$ cat config.mk
export PLATFORM = sky130hd
export DESIGN_NAME = pcie_reset_sequencer
export DESIGN_NICKNAME = d
export VERILOG_FILES = /design/src/rtl/pcie_reset_sequencer.sv
export SDC_FILE = /design/constraint.sdc
export NUM_CORES = 1
export LEC_CHECK = 0
export BUFFER_PORTS_ARGS = -buffer_cell sky130_fd_sc_hd__buf_4
export CAP_MARGIN = 20
export CORE_MARGIN = 4
export CORE_UTILIZATION = 50
export DETAILED_ROUTE_END_ITERATION = 8
export GPL_ROUTABILITY_DRIVEN = 1
export PLACE_DENSITY = 0.68
export SLEW_MARGIN = 20
export SYNTH_ARGS = -nofsm -noshare
export SYNTH_HDL_FRONTEND = slang
export SYNTH_SLANG_ARGS = --single-unit
$ cat constraint.sdc
create_clock -name clk -period 2.2 [get_ports clk]
set_input_delay 0 -clock clk [delete_from_list [all_inputs] [get_ports clk]]
set_output_delay 0 -clock clk [all_outputs]
set_load 0.05 [all_outputs]
$ cat src/rtl/pcie_reset_sequencer.sv
// pcie_reset_sequencer: PERST#/PLL/link-training reset sequencer for the PCIe endpoint.
// Build option PCIE_SEQ_RETRAIN_EN: a link drop in UP retrains from WAIT_LINK
// with the core kept out of reset, instead of a full core-reset retry.
module pcie_reset_sequencer #(
    parameter int SYNC_STAGES     = 2,
    parameter int DEBOUNCE_CYCLES = 1024,
    parameter int PLL_SETTLE      = 256,
    parameter int LINK_TIMEOUT    = 2**20,
    parameter int MAX_RETRIES     = 3,
    localparam int RW = (MAX_RETRIES > 0) ? $clog2(MAX_RETRIES + 1) : 1
) (
    input  logic          clk,
    input  logic          rst,
    input  logic          pcie_rstn,
    input  logic          gt_pll_lock,
    input  logic          link_up,
    output logic          core_rst,
    output logic          user_rst,
    output logic          link_ready,
    output logic          seq_fail,
    output logic [RW-1:0] retry_cnt,
    output logic [2:0]    seq_state
);
    localparam int CNT_A   = (DEBOUNCE_CYCLES > PLL_SETTLE) ? DEBOUNCE_CYCLES : PLL_SETTLE;
    localparam int CNT_MAX = (CNT_A > LINK_TIMEOUT) ? CNT_A : LINK_TIMEOUT;
    localparam int CW      = $clog2(CNT_MAX + 1);
    localparam logic [CW-1:0] DEB_LAST  = CW'(DEBOUNCE_CYCLES - 1);
    localparam logic [CW-1:0] PLL_LAST  = CW'(PLL_SETTLE - 1);
    localparam logic [CW-1:0] LINK_LAST = CW'(LINK_TIMEOUT - 1);
    localparam logic [RW-1:0] RETRY_MAX = RW'(MAX_RETRIES);

    typedef enum logic [2:0] {
        HOLD      = 3'd0,
        WAIT_PLL  = 3'd1,
        RELEASE   = 3'd2,
        WAIT_LINK = 3'd3,
        RETRY     = 3'd4,
        UP        = 3'd5,
        FAIL      = 3'd6
    } state_t;

    state_t                 state_q, state_d;
    logic [CW-1:0]          cnt_q, cnt_d, cnt_inc;
    logic [RW-1:0]          retry_q, retry_d, retry_inc;
    logic [SYNC_STAGES-1:0] rstn_sync_q, rstn_sync_d;
    logic [SYNC_STAGES-1:0] lock_sync_q, lock_sync_d;
    logic [SYNC_STAGES-1:0] link_sync_q, link_sync_d;
    logic                   core_rst_q, core_rst_d;
    logic                   user_rst_q, user_rst_d;
    logic                   link_ready_q, link_ready_d;
    logic                   seq_fail_q, seq_fail_d;
    logic                   rstn_s, lock_s, link_s;

    assign rstn_s = rstn_sync_q[SYNC_STAGES-1];
    assign lock_s = lock_sync_q[SYNC_STAGES-1];
    assign link_s = link_sync_q[SYNC_STAGES-1];

    // Synchroniser shifts and saturating increments for the shared counter and retry count
    always_comb begin
        rstn_sync_d = {rstn_sync_q[SYNC_STAGES-2:0], pcie_rstn};
        lock_sync_d = {lock_sync_q[SYNC_STAGES-2:0], gt_pll_lock};
        link_sync_d = {link_sync_q[SYNC_STAGES-2:0], link_up};
        cnt_inc     = (cnt_q == '1) ? cnt_q : cnt_q + CW'(1);
        retry_inc   = (retry_q == RETRY_MAX) ? retry_q : retry_q + RW'(1);
    end

    // Next state, counter and retry accounting; a low PERST# overrides every other transition
    always_comb begin
        state_d = state_q;
        cnt_d   = '0;
        retry_d = retry_q;
        case (state_q)
            HOLD: begin
                cnt_d   = cnt_inc;
                state_d = (cnt_q == DEB_LAST) ? WAIT_PLL : HOLD;
                if (cnt_q == DEB_LAST) cnt_d = '0;
            end
            WAIT_PLL: begin
                cnt_d   = (lock_s && cnt_q != PLL_LAST) ? cnt_inc : '0;
                state_d = (lock_s && cnt_q == PLL_LAST) ? RELEASE : WAIT_PLL;
            end
            RELEASE: state_d = WAIT_LINK;
            WAIT_LINK: begin
                cnt_d = cnt_inc;
                if (link_s) begin
                    state_d = UP;
                    cnt_d   = '0;
                end else if (cnt_q == LINK_LAST) begin
                    state_d = RETRY;
                    cnt_d   = '0;
                    retry_d = retry_inc;
                end
            end
            RETRY: begin
                cnt_d = cnt_inc;
                if (cnt_q == PLL_LAST) begin
                    state_d = (retry_q == RETRY_MAX) ? FAIL : WAIT_PLL;
                    cnt_d   = '0;
                end
            end
            UP: begin
                if (!link_s) begin
`ifdef PCIE_SEQ_RETRAIN_EN
                    state_d = WAIT_LINK;
`else
                    state_d = RETRY;
                    retry_d = retry_inc;
`endif
                end
            end
            FAIL:    state_d = FAIL;
            default: state_d = HOLD;
        endcase
        if (!rstn_s) begin
            state_d = HOLD;
            cnt_d   = '0;
            retry_d = '0;
        end
    end

    // Outputs decoded from the next state so they register in the same update as the state
    always_comb begin
        core_rst_d   = !(state_d == WAIT_LINK || state_d == UP);
        user_rst_d   = state_d != UP;
        link_ready_d = state_d == UP;
        seq_fail_d   = state_d == FAIL;
    end

    // Sequencer register bank: state, counters, synchronisers and registered outputs
    always_ff @(posedge clk or posedge rst) begin
        if (rst) begin
            state_q      <= HOLD;
            cnt_q        <= '0;
            retry_q      <= '0;
            rstn_sync_q  <= '0;
            lock_sync_q  <= '0;
            link_sync_q  <= '0;
            core_rst_q   <= 1'b1;
            user_rst_q   <= 1'b1;
            link_ready_q <= 1'b0;
            seq_fail_q   <= 1'b0;
        end else begin
            state_q      <= state_d;
            cnt_q        <= cnt_d;
            retry_q      <= retry_d;
            rstn_sync_q  <= rstn_sync_d;
            lock_sync_q  <= lock_sync_d;
            link_sync_q  <= link_sync_d;
            core_rst_q   <= core_rst_d;
            user_rst_q   <= user_rst_d;
            link_ready_q <= link_ready_d;
            seq_fail_q   <= seq_fail_d;
        end
    end

    assign core_rst   = core_rst_q;
    assign user_rst   = user_rst_q;
    assign link_ready = link_ready_q;
    assign seq_fail   = seq_fail_q;
    assign retry_cnt  = retry_q;
    assign seq_state  = state_q;
endmodule

**Word level (Yosys, flattened, before mapping)**

Cells that the tools add are included.

- Bits in registers: 36
- Bits of input ports: 5
- Output and inout port bits: 9
- Logic and storage cells: 61

- $add $sub $neg: 2
- Equality and inequality tests: 20
- Mux-type cells: 23
- Reductions and logical operators: 6

Operator list:

| kind | number |
|---|---|
| 21-bit 2-to-1 mux | 7 |
| 21-bit case mux with 4 select lines | 1 |
| 21-bit by 1-bit adder with 21-bit output (second input constant) | 1 |
| 21-bit by 10-bit equality test with 1-bit output (second input constant) | 1 |
| 21-bit by 20-bit equality test with 1-bit output (second input constant) | 1 |
| 21-bit equality test (second input constant) | 1 |
| 21-bit by 8-bit equality test with 1-bit output (second input constant) | 1 |
| 21-bit by 8-bit != test with 1-bit output (second input constant) | 1 |
| 3-bit case mux with 7 select lines | 1 |
| 3-bit 2-to-1 mux | 6 |
| 3-bit equality test (second input constant) | 5 |
| 2-bit 2-to-1 mux | 6 |
| 3-bit != test (second input constant) | 4 |
| 3-bit by 2-bit equality test with 1-bit output (second input constant) | 3 |
| 2-bit case mux with 2 select lines | 1 |
| 4-bit AND reduction | 1 |
| 3-bit by 1-bit equality test with 1-bit output (second input constant) | 1 |
| 3-bit logical NOT | 1 |
| 3-bit by 1-bit != test with 1-bit output (second input constant) | 1 |
| 2-bit by 1-bit adder with 2-bit output (second input constant) | 1 |
| 2-bit equality test (second input constant) | 1 |
| 1-bit logical AND | 2 |
| 1-bit logical NOT | 1 |
| 1-bit logical OR | 1 |
| 1-bit 2-to-1 mux | 1 |

**Depth between registers and ports, before layout**

Gate-level depths: netlist of the first run.

- Depth after elaboration: 8
- Gate-level depth with buffers: 8
- Gate-level depth less buffers: 7

**Least setup slack after synthesis of the first run**

No wires, ideal clock.

- Path type: register -> register
- Start point: register retry_q[0] (netlist: retry_cnt[0])
- End point: register core_rst_q (netlist: core_rst)
- Library setup time: 0.088 ns
- Arrival time: 2.012 ns
- Data required time: 2.112 ns
- Slack: 0.100 ns
- Cell stages (with the launch flop): 7
- Buffers on the path: 0
- Period minus slack after synthesis: 2.100 ns
- Path through: dfrtp_1 ha_1 and2_1 a41o_2 a211oi_1 xor2_1 or3_1

- Longest elaborated chain between the ends: 8
- Elaborated cells between the ends (all ways): 9
- Classes of those cells: eq/ne (3); mux (4); reduce/logical (2)

RTL lines:

| element | line | source |
|---|---|---|
| from (decl) | 44 | `logic [RW-1:0] retry_q, retry_d, retry_inc;` |
| from (signal assigned) | 145 | `retry_q <= retry_d;` |
| 2-bit equality test (*) | 97 | `state_d = (retry_q == RETRY_MAX) ? FAIL : WAIT_PLL;` |
| 3-bit 2-to-1 mux (*) | 97 |  |
| 3-bit 2-to-1 mux (*) | 96 | `if (cnt_q == PLL_LAST) begin` |
| 3-bit case mux with 7 select lines (*) | 72 | `case (state_q)` |
| 3-bit 2-to-1 mux (*) | 114 | `if (!rstn_s) begin` |
| 3-bit by 2-bit equality test with 1-bit output / 3-bit equality test (equally long branches) | 123 | `core_rst_d = !(state_d == WAIT_LINK \|\| state_d == UP);` |
| 1-bit logical OR (*) | 123 |  |
| 1-bit logical NOT (*) | 123 |  |
| via core_rst_d | 48 | `logic core_rst_q, core_rst_d;` |
| to (signal assigned) | 149 | `core_rst_q <= core_rst_d;` |
| to (decl) | 48 |  |

Mark *: on every way through the listed nets, which the timed path passes. The rest lies on a longest branch.
A chain may end at the register's enable or synchronous reset.

**Worst setup path after layout of the first run**

- Start point: register cnt_q[12]
- End point: register cnt_q[16]

- Longest elaborated chain between the ends: 6
- Elaborated cells between the ends (all ways): 15
- Classes of those cells: add/sub (1); eq/ne (5); mux (8); reduce/logical (1)

RTL lines:

| element | line | source |
|---|---|---|
| from (decl) | 43 | `logic [CW-1:0] cnt_q, cnt_d, cnt_inc;` |
| from (signal assigned) | 144 | `cnt_q <= cnt_d;` |
| 21-bit by 1-bit adder with 21-bit output / 21-bit equality test (equally long branches) | 63 | `cnt_inc = (cnt_q == '1) ? cnt_q : cnt_q + CW'(1);` |
| 21-bit 2-to-1 mux | 63 |  |
| 21-bit 2-to-1 mux | 88 | `end else if (cnt_q == LINK_LAST) begin` |
| 21-bit 2-to-1 mux | 85 | `if (link_s) begin` |
| 21-bit case mux with 4 select lines (*) | 72 |  |
| 21-bit 2-to-1 mux (*) | 114 |  |
| via cnt_d[16] | 43 |  |

Marked as above.

==> summary.md, run 1 <==
| Metric | Value |
|---|---|
| Cell at the slowest stage of the critical path | `or3_4` |
| Top-area cell type share of the netlist area | `43.7%` |
| Crit-path max cell delay | `0.41 ns` |
| Unrepaired setup endpoints after global routing | `true` |
| Commonest non-fill, non-tap cell in the layout | `nor2_1` |
| Vias in the first global route | `1505` |
| Clock buffer count from CTS | `5` |
| CP Data Arrival Time | `2.37 ns` |
| Clock Latency Late Sink | `0.29 ns` |
| Sequential fraction of the synthesis area | `46.4%` |
| GPL Wtd Cong | `0.873` |
| Post-place setup slack | `0.0343 ns` |
| Layout area overhead | `22.3%` |
| Synth Area in XOR/XNOR | `8.10%` |
| VDD IR max | `0.496 mV` |
| Worst-path fanout max | `21` |
| Warnings, synthesis | `0` |
| Multiplexer share of the synthesized area | `1.03%` |
| # rows | `22` |
| Routed Antenna Nets | `0` |
| Final Skew | `0.00499 ns` |
| Area contributors post-synth | `dfrtp_1 44%, nor2_1 6.7%, xor2_1 6.3%, nand2_1 2.9%, nand3_1 2.8%` |
| Initial core utilization | `52.4%` |
| Clock Tree Buf Depth | `2` |
| Final Hold Fails | `0` |
| Core area | `0.00372 sq mm` |
| H-tree lvl count | `2` |
| DP Wirelength | `2800 um` |
| Leak pwr | `1.06 nW` |
| Commonest cells after routing, fill and taps aside | `34 x nor2_1, 33 x dfrtp_1, 28 x buf_4` |
| Syn nets | `204` |
| Max Cap Viol | `0` |
| Primary FF master, synth | `dfrtp_1` |
| Gr usage total | `17.4%` |
| Die footprint | `0.00496 sq mm` |
| Pwr Density | `547 mW/mm^2` |
| Die height | `70.4 um` |
| Final Slew Violations | `0` |
| IO Port Bufs | `13` |
| Drt drc | `0` |
| Crit-path cells | `buf_4 > and4_1 > and4_2 > a21oi_2 > o21ai_0 > or3_4 > buf_12 > nor3_1` |
| Dominant cell type by area after synthesis | `dfrtp_1` |
| GRT overflow | `0` |
| Yosys cell types | `47` |
| Setup-failing EPs final | `0` |
| CP startpoint | `cnt_q[12]` |
| Simple-Gate Fraction of Synth Area | `30.7%` |
| Synth Area in Compound Gates | `8.87%` |
| CTS tree | `done` |
| Initial antenna violation count | `0` |
| Asr flop ratio synth | `100%` |
| Number of DRC markers in iteration 0 | `126` |
| Outcome | `finished, final reports clean` |
| EDFF count, synth | `0` |
| Reg clk slew, reported paths | `0.07 ns` |
| CP Capture Type | `flop` |
| Post-route worst setup slack | `0.0271 ns` |
| Post-detailed-route wirelength per cell | `14.3 um` |
| Min cycle time layout | `2.17 ns` |
| Vias post-DR | `1556` |
| HP Start | `lock_sync_q[0]` |
| First-pass GRT wire length | `6820 um` |
| Critical Path RT | `2.40 ns` |
| Layout cells sized above 1 | `27.2%` |
| Worst-Margin Slew | `0.872 ns` |
| Fin nets | `238` |
| Total power | `1.30 mW` |
| Fmax | `0.460 GHz` |
| Cells after Synth | `197` |
| Largest net degree at the start of global routing | `25` |
| Post-Synth Adder-Cell Area | `1.29%` |
| Number of vias per cell | `5.56` |
| I/O pin count | `14` |
| FF+latch count, synth | `36` |
| Final worst path period share | `98.8%` |
| Largest family of logic cells by synthesized area | `simple AND/OR/NAND/NOR gates` |
| Worst slew margin | `41.8%` |
| Diode count | `0` |
| First-pass DRT Iterations | `4` |
| Die Width | `70.4 um` |
| # clock sinks | `36` |
| Root Buffer Master | `clkbuf_8` |
| Synthesized area | `0.00195 sq mm` |
| CP startpoint kind | `flop` |
| Crit path kind | `flop to flop` |
| Worst hold-check path type | `flop to flop` |
| Avg Cell Area, Syn | `9.88 sq um` |
| DRT Wirelength | `4010 um` |
| R2r startpoint | `cnt_q[12]` |
kinds of logic (layout without fill, tap and decap cells):
| family | count (synthesis) | in the layout |
|---|---|---|
| multiplexers | 2 | 2 |
| AND/OR/NAND/NOR | 107 | 107 |
| adder cells (fa/ha/maj) | 2 | 2 |
| buffers and inverters | 11 | 46 |
| XOR/XNOR | 18 | 18 |
| flip-flops | 36 | 36 |
| AO/OA/AOI/OAI | 21 | 21 |
where the power goes:
part	total, mW	switching (mW)	internal [mW]
combinational	0.0555	0.0294	0.0261
clock	0.564	0.229	0.335
sequential	0.682	0.00970	0.672
total	1.30	0.269	1.03
metrics by stage:
step           setup TNS (ns)  area, sq um  std cells  utilization (%)  hold slack, ns
2_1_floorplan               0         1950        197                -          0.0314
5_1_grt                -0.802         2380        280             64.1           0.357
3_3_place_gp                0         2170        266             58.4           0.111
3_5_place_dp                0         2170        266             58.4           0.111
4_1_cts                     0         2320        278             62.5           0.344
6_report                    0         2380        280             64.1           0.349
layer usage:
layer	vias to the layer above	GRT usage, %	share of wire, %
met4	0	7.02	1.7
li1	765	-	-
met5	-	0	0
met1	755	22.6	45
met3	5	4.46	3.3
met2	31	27.7	50
cells in the mapped netlist, drive strengths merged (3+ instances only):
master,n
a211oi,3
and3,7
nand2,15
or3,3
xor2,14
and4,7
inv,5
nor2,35
xnor2,4
nand3,12
dfrtp,34
a21oi,4
nor3,8
buf,5
nand4,6
registers in the layout, indices dropped and copies added, names as in the netlist, 2 cells and up:
name         flops
retry_cnt        2
rstn_sync_q      2
cnt_q           21
link_sync_q      2
lock_sync_q      2
seq_state        3
layout make-up:
class	instances	area [sq um]
Sequential cell	36	905
Fill cell	299	1340
Clock inverter	3	42.5
Timing Repair Buffer	33	270
Multi-Input combinational cell	150	1020
Inverter	5	18.8
Clock buffer	5	68.8
Tap cell	48	60.1
worst paths after layout:
kind | endpoint | slack [ns] | cells after the start
max in group asynchronous | cnt_q[3] | 1.12 | 4
hold / removal | lock_sync_q[1] | 0.35 | 0
setup / recovery | cnt_q[16] | 0.03 | 8
min in group asynchronous | retry_cnt[0] | 0.45 | 3
hold reg to reg | lock_sync_q[1] | 0.35 | 0
setup reg to reg | cnt_q[16] | 0.03 | 8
repair_timing:
item | CTS | global route
resized for setup | 0 | 10
buffers inserted | 0 | 2
endpoints found under the hold margin | 23 | 0
hold buffers | 4 | 0
setup endpoints to repair | 0 | 29
critical path: cells and delay by family (launching register included):
kind	cells	cell delay, ns
buffers and inverters	2	0.31
DFF	1	0.39
AOI/OAI and AO/OA	2	0.28
and+or+nand+nor	4	1.09
Power figures use the tool's default switching activity.
==> inputs of run 2 (changes only) <==
ABC_AREA = 1   (was not set)
==> summary.md, run 2 <==
| Metric | Value |
|---|---|
| Seq. cell area | `903 sq um (-0.14%)` |
| Reg with most FFs | `cnt_q` |
| Core area | `0.00403 sq mm (+8.4%)` |
| R2r setup slk | `0.26 ns (+0.23 ns)` |
| Setup-failing EPs final | `0 (unchanged)` |
| First-pass DRT Iterations | `4 (unchanged)` |
| Commonest cells after routing, fill and taps aside | `52 x nor2_1, 51 x nand2_1, 34 x inv_1, 34 x dfrtp_1, 21 x nand3_1` |
| Most frequent cell after synthesis | `nor2_1` |
| Dominant cell type by area after synthesis | `dfrtp_1` |
| Final Hold Fails | `0 (unchanged)` |
| # clock sinks | `36 (unchanged)` |
| Number of DRC markers in iteration 0 | `173 (+37%)` |
| EDFF count, synth | `0 (unchanged)` |
| Commonest non-fill, non-tap cell in the layout | `nor2_1` |
| Number of vias per cell | `5.30 (-4.6%)` |
| Unrepaired setup endpoints after global routing | `false` |
| Routed Antenna Nets | `0 (unchanged)` |
| Vias in the first global route | `1757 (+17%)` |
| Die height | `72.7 um (+3.3%)` |
| Worst-Margin Slew | `0.531 ns (-0.340 ns)` |
| R2r startpoint | `cnt_q[0]` |
| CP top delay family | `simple AND/OR/NAND/NOR gates` |
| CP startpoint kind | `flop` |
| Clock Tree Buf Depth | `2 (unchanged)` |
| H-tree lvl count | `2 (unchanged)` |
| Initial antenna violation count | `0 (unchanged)` |
| DRT Wirelength | `4500 um (+12%)` |
| Vias post-DR | `1867 (+20%)` |
| Final Skew | `0.00563 ns (+0.000634 ns)` |
| Sequential fraction of the synthesis area | `43.1% (-3.3 points)` |
| Worst slew margin | `64.3% (+22 points)` |
| CP Capture Type | `flop` |
| Avg Cell Area, Syn | `7.56 sq um (-23%)` |
| Crit-path max cell delay | `0.44 ns (+0.03 ns)` |
| Post-CTS setup buffer count | `0 (unchanged)` |
| FF+latch count, synth | `36 (unchanged)` |
| Top-area cell type share of the netlist area | `40.6% (-3.1 points)` |
| CP startpoint | `cnt_q[0]` |
| Yosys cell types | `26 (-45%)` |
| CTS tree | `done` |
| Largest net degree at the start of global routing | `21 (-16%)` |
| Outcome | `finished, final reports clean` |
| Max FFs per register | `21 (unchanged)` |
| CP bufs+invs | `1 (-1)` |
| Min cycle time layout | `1.94 ns (-0.233 ns)` |
| Clock Latency Late Sink | `0.29 ns (about the same)` |
| Final worst path period share | `88.2% (-11 points)` |
| Sum Neg Setup Slack | `0 ns (unchanged)` |
| WP depth | `12 (+4)` |
| Synth cell count leaders | `52 x nor2_1, 51 x nand2_1, 34 x dfrtp_1, 34 x inv_1, 21 x nand3_1` |
| Diode count | `0 (unchanged)` |
| Crit path kind | `flop to flop` |
| Total power | `1.42 mW (+9.3%)` |
| Fin nets | `308 (+29%)` |
| First-pass GRT wire length | `8060 um (+18%)` |
| # rows | `23 (+4.5%)` |
| Area contributors post-synth | `dfrtp_1 41%, nor2_1 9.3%, nand2_1 9.1%, inv_1 6.1%, nand3_1 5.0%` |
| Critical Path RT | `2.39 ns (about the same)` |
| Warnings, synthesis | `0 (unchanged)` |
| Reg2Reg Depth | `12 (+4)` |
| Cell at the slowest stage of the critical path | `dfrtp_1` |
| R2r endpoint | `cnt_q[19]` |
| Syn nets | `284 (+39%)` |
| DP Wirelength | `3400 um (+22%)` |
| GRT overflow | `0 (unchanged)` |
| Clock buffer count from CTS | `5 (unchanged)` |
| Pwr Density | `587 mW/mm^2 (+7.5%)` |
| Worst-path fanout max | `20 (-4.8%)` |
| Layout area overhead | `15.7%` |
| Primary FF master, synth | `dfrtp_1` |
| Crit-path cells | `ha_1 > nand2_2 > nor2_4 > nand2_4 > nor2_4 > nand2_2 > nand2_1 > nand3_2 > nand2_4 > nor2_2 > nand2_1 > inv_1` |
| Post-detailed-route wirelength per cell | `12.8 um (-11%)` |
| Leak pwr | `1.15 nW (+7.8%)` |
| Layout cells sized above 1 | `15.2% (-12 points)` |
| Filler cells | `350 (+17%)` |
| Final Slew Violations | `0 (unchanged)` |
| Gr usage total | `19.5% (+2.0 points)` |
| Area of the multi-input gates | `0.00105 sq mm (+3.3%)` |
| Crit path to | `cnt_q[19]` |
| Initial core utilization | `52.0% (-0.40 points)` |
| Worst hold-check path type | `input pin to async pin` |
| Asr flop ratio synth | `100% (unchanged)` |
| IO Port Bufs | `13 (unchanged)` |
| Drt drc | `0 (unchanged)` |
| Die footprint | `0.00529 sq mm (+6.7%)` |
| Root Buffer Master | `clkbuf_8` |
| Hold slack | `0.319 ns (-0.0306 ns)` |
| CP Data Arrival Time | `2.13 ns (-0.24 ns)` |
| Synthesized area | `0.00209 sq mm (+7.6%)` |
| Cells after Synth | `277 (+41%)` |
| Max Cap Viol | `0 (unchanged)` |
| VDD IR max | `0.324 mV (-35%)` |
| GPL Wtd Cong | `0.987 (+13%)` |
| Die Width | `72.7 um (+3.3%)` |
| Reg clk slew, reported paths | `0.07 ns (about the same)` |
| I/O pin count | `14 (unchanged)` |
| Fmax | `0.516 GHz (+12%)` |
-- run 2: changes by cell type after synthesis, moves of 5 or more --
| cell | delta |
|---|---|
| nand2_1 | +36 |
| inv_1 | +29 |
| nor2_1 | +17 |
| nand3_1 | +10 |
| nor3_1 | +9 |
| xor2_1 | -9 |
| a21oi_1 | +7 |
| o21ai_0 | +7 |
| and4_1 | -6 |
| nand4_1 | +6 |
| and3_1 | -5 |
-- run 2: per-layer routing --
metal | wire length, um | GRT usage [%]
met1 | 2250 | 29.6
met2 | 1910 | 27.5
met3 | 251 | 4.13
met4 | 81 | 6.35
met5 | 0 | 0
-- run 2: stage by stage --
step                      utilization (%)  instances  area [sq um]  setup slack, ns
after floorplan                         -        277          2090            0.433
after global placement               55.9        340          2250            0.249
after detailed placement             55.9        340          2250            0.167
after CTS                            60.0        352          2420            0.155
after global routing                 60.1        352          2420           0.0904
final                                60.1        352          2420            0.260
-- run 2: kinds of logic after synthesis --
group	count (synthesis)	synth area share [%]
AND/OR/NAND/NOR	171	38.9
buffers and inverters	36	6.99
flip-flops	36	43.1
AO/OA/AOI/OAI	23	5.97
XOR/XNOR	9	3.76
adder cells (fa/ha/maj)	2	1.19
-- run 2: worst reg2reg max path, cell delays in order, from the launching register on --
cell and delay (ns):
dfrtp_1 0.44, ha_1 0.28, nand2_2 0.09, nor2_4 0.14
nand2_4 0.10, nor2_4 0.16, nand2_2 0.06, nand2_1 0.07
nand3_2 0.11, nand2_4 0.22, nor2_2 0.06, nand2_1 0.06
inv_1 0.03
-- run 2: power by group --
group	internal, mW	switching [mW]	total (mW)
Clock	0.400	0.232	0.632
Sequential	0.678	0.0155	0.693
Combinational	0.0339	0.0637	0.0976
Total	1.11	0.311	1.42
-- run 2: area by class of cell --
cell class / count / area share [%]
clock buffers: 7 / 3.98
well taps: 50 / 2.58
multi-input cells: 205 / 43.3
flip-flops and latches: 36 / 37.3
inverters: 34 / 5.27
clock inverters: 1 / 1.24
repair buffers: 19 / 6.30
-- run 2: worst min-delay path by stage --
stage | from | endpoint | slack (ns) | depth (start not counted)
after CTS | rst | cnt_q[1] | 0.31 | 4
after floorplan | link_up | link_sync_q[0] | 0.03 | 0
after global routing | pcie_rstn | rstn_sync_q[0] | 0.36 | 2
final | rst | link_sync_q[0] | 0.32 | 4
after global placement | rst | link_sync_q[0] | 0.06 | 3
after detailed placement | rst | link_sync_q[0] | 0.07 | 3
-- run 2: what timing repair did --
item,4_1_cts,5_1_grt
gates resized for setup,0,1
hold buffers,4,0
setup endpoints to repair,0,2
hold endpoints to repair,37,0
==> inputs of run 3 (changes only) <==
CORE_UTILIZATION = 40   (was 50)
PLACE_DENSITY = not set   (was 0.68)
==> summary.md, run 3 (same netlist as run 2, synthesis figures left out) <==
| Metric | Value |
|---|---|
| Outcome | `finished, final reports clean` |
| Placed Cells | `360 (+5.9%)` |
| Number of vias per cell | `4.80 (-9.5%)` |
| Filler cells | `530 (+51%)` |
| Die Width | `80.4 um (+11%)` |
| Number of DRC markers in iteration 0 | `130 (-25%)` |
| Setup-failing EPs final | `0 (unchanged)` |
| Pwr Density | `582 mW/mm^2 (-0.86%)` |
| Core area | `0.00511 sq mm (+27%)` |
| Post-detailed-route wirelength per cell | `12.1 um (-5.3%)` |
| Clock Tree Buf Depth | `2 (unchanged)` |
| Sum Neg Setup Slack | `0 ns (unchanged)` |
| Vias post-DR | `1786 (-4.3%)` |
| CP top delay family | `simple AND/OR/NAND/NOR gates` |
| Gr usage total | `15.9% (-3.5 points)` |
| Final Hold Fails | `0 (unchanged)` |
| Cell at the slowest stage of the critical path | `dfrtp_1` |
| First-pass GRT wire length | `7990 um (-0.86%)` |
| Final Non-Filler Cells | `372 (+5.7%)` |
| Reg clk slew, reported paths | `0.07 ns (about the same)` |
| CP Capture Type | `flop` |
| R2r startpoint | `cnt_q[0]` |
| Die footprint | `0.00646 sq mm (+22%)` |
| Crit path kind | `flop to flop` |
| Final Slew Violations | `0 (unchanged)` |
| Root Buffer Master | `clkbuf_8` |
| Routed Antenna Nets | `0 (unchanged)` |
| VDD IR max | `0.339 mV (+4.8%)` |
| Fmax | `0.523 GHz (+1.5%)` |
| Worst-Margin Slew | `0.514 ns (-0.0170 ns)` |
| Crit-path cells | `ha_1 > nand2_2 > nor2_4 > nand2_4 > nor2_4 > nand2_2 > nand2_1 > nand3_2 > nand2_4 > nor2_2 > nand2_1 > inv_1` |
| Layout cells sized above 1 | `15.2% (unchanged)` |
| # clock sinks | `36 (unchanged)` |
| Crit-path max cell delay | `0.43 ns (about the same)` |
| DP Wirelength | `3350 um (-1.3%)` |
| Initial antenna violation count | `0 (unchanged)` |
| Worst hold-check path type | `flop to flop` |
| Largest net degree at the start of global routing | `37 (+76%)` |
| Clock Latency Late Sink | `0.29 ns (about the same)` |
| Final worst path period share | `86.9% (-1.3 points)` |
| CP startpoint | `cnt_q[0]` |
| Worst slew margin | `65.4% (+1.1 points)` |
| Leak pwr | `1.15 nW (about the same)` |
| I/O pin count | `14 (unchanged)` |
| Clock buffer count from CTS | `5 (unchanged)` |
| Min cycle time layout | `1.91 ns (-0.0282 ns)` |
| Initial core utilization | `41.0% (-11 points)` |
| Max Cap Viol | `0 (unchanged)` |
| CP Data Arrival Time | `2.10 ns (-0.03 ns)` |
| Critical Path RT | `2.39 ns (about the same)` |
| Unrepaired setup endpoints after global routing | `false` |
| DRT Wirelength | `4500 um (+0.11%)` |
| GPL Wtd Cong | `0.859 (-13%)` |
| HP Start | `link_sync_q[0]` |
| # rows | `26 (+13%)` |
| Worst-path fanout max | `20 (unchanged)` |
| GRT overflow | `0 (unchanged)` |
| Die height | `80.4 um (+11%)` |
| Vias in the first global route | `1700 (-3.2%)` |
| CP bufs+invs | `1 (unchanged)` |
| Layout area overhead | `16.8%` |
| H-tree lvl count | `2 (unchanged)` |
| Final Skew | `0.00643 ns (+0.000805 ns)` |
| Commonest cells after routing, fill and taps aside | `52 x nor2_1, 51 x nand2_1, 34 x inv_1, 34 x dfrtp_1, 21 x nand3_1` |
| Diode count | `0 (unchanged)` |
| Fin nets | `308 (unchanged)` |
| IO Port Bufs | `13 (unchanged)` |
| Reg with most FFs | `cnt_q` |
| Max FFs per register | `21 (unchanged)` |
| Commonest non-fill, non-tap cell in the layout | `nor2_1` |
| CTS tree | `done` |
| Drt drc | `0 (unchanged)` |
| First-pass DRT Iterations | `4 (unchanged)` |
| CP startpoint kind | `flop` |
## run 3: report_power, final
part / internal, mW / switching (mW)
clock network: 0.400 / 0.235
logic: 0.0329 / 0.0632
registers: 0.678 / 0.0160
total: 1.11 / 0.315
## run 3: per-stage QoR
step | area, sq um | utilization, % | hold WS (ns) | worst slack [ns] | total power, mW
floorplan | 2090 | - | 0.0314 | 0.433 | 0.768
global placement | 2280 | 44.6 | 0.111 | 0.235 | 0.795
detailed placement | 2280 | 44.6 | 0.111 | 0.176 | 0.799
CTS | 2440 | 47.8 | 0.342 | 0.158 | 1.45
global route | 2450 | 47.9 | 0.354 | 0.0916 | 1.49
finish | 2450 | 47.9 | 0.349 | 0.289 | 1.43
## run 3: per-layer routing
layer	track usage, %	part of all wire [%]	up-vias
li1	-	-	947
met1	22.8	51	802
met2	23.4	43	31
met3	3.14	3.7	6
met4	6.42	1.9	0
met5	0	0	-
## run 3: layout make-up
| type | instances | area, sq um | share of cell area (%) |
|---|---|---|---|
| multi-input cells | 205 | 1050 | 42.9 |
| flip-flops and latches | 36 | 903 | 36.9 |
| repair buffers | 19 | 153 | 6.24 |
| inverters | 34 | 128 | 5.21 |
| clock buffers | 7 | 96.3 | 3.94 |
| well taps | 70 | 87.6 | 3.58 |
| clock inverters | 1 | 30.0 | 1.23 |
## run 3: final timing paths
path                                   to  slack [ns]  depth (start not counted)
min reg2reg                link_sync_q[1]        0.35                          0
max reg2reg                     cnt_q[19]        0.29                         12
max                             cnt_q[19]        0.29                         12
max in group asynchronous        core_rst        1.49                          4
min                        link_sync_q[1]        0.35                          0
min in group asynchronous    retry_cnt[0]        0.37                          4
## run 3: repair_timing
action                     CTS  global route
setup endpoints to repair    0             2
hold buffers                 4             0
setup buffers                0             0
resized for setup            0             1
hold endpoints to repair    37             0
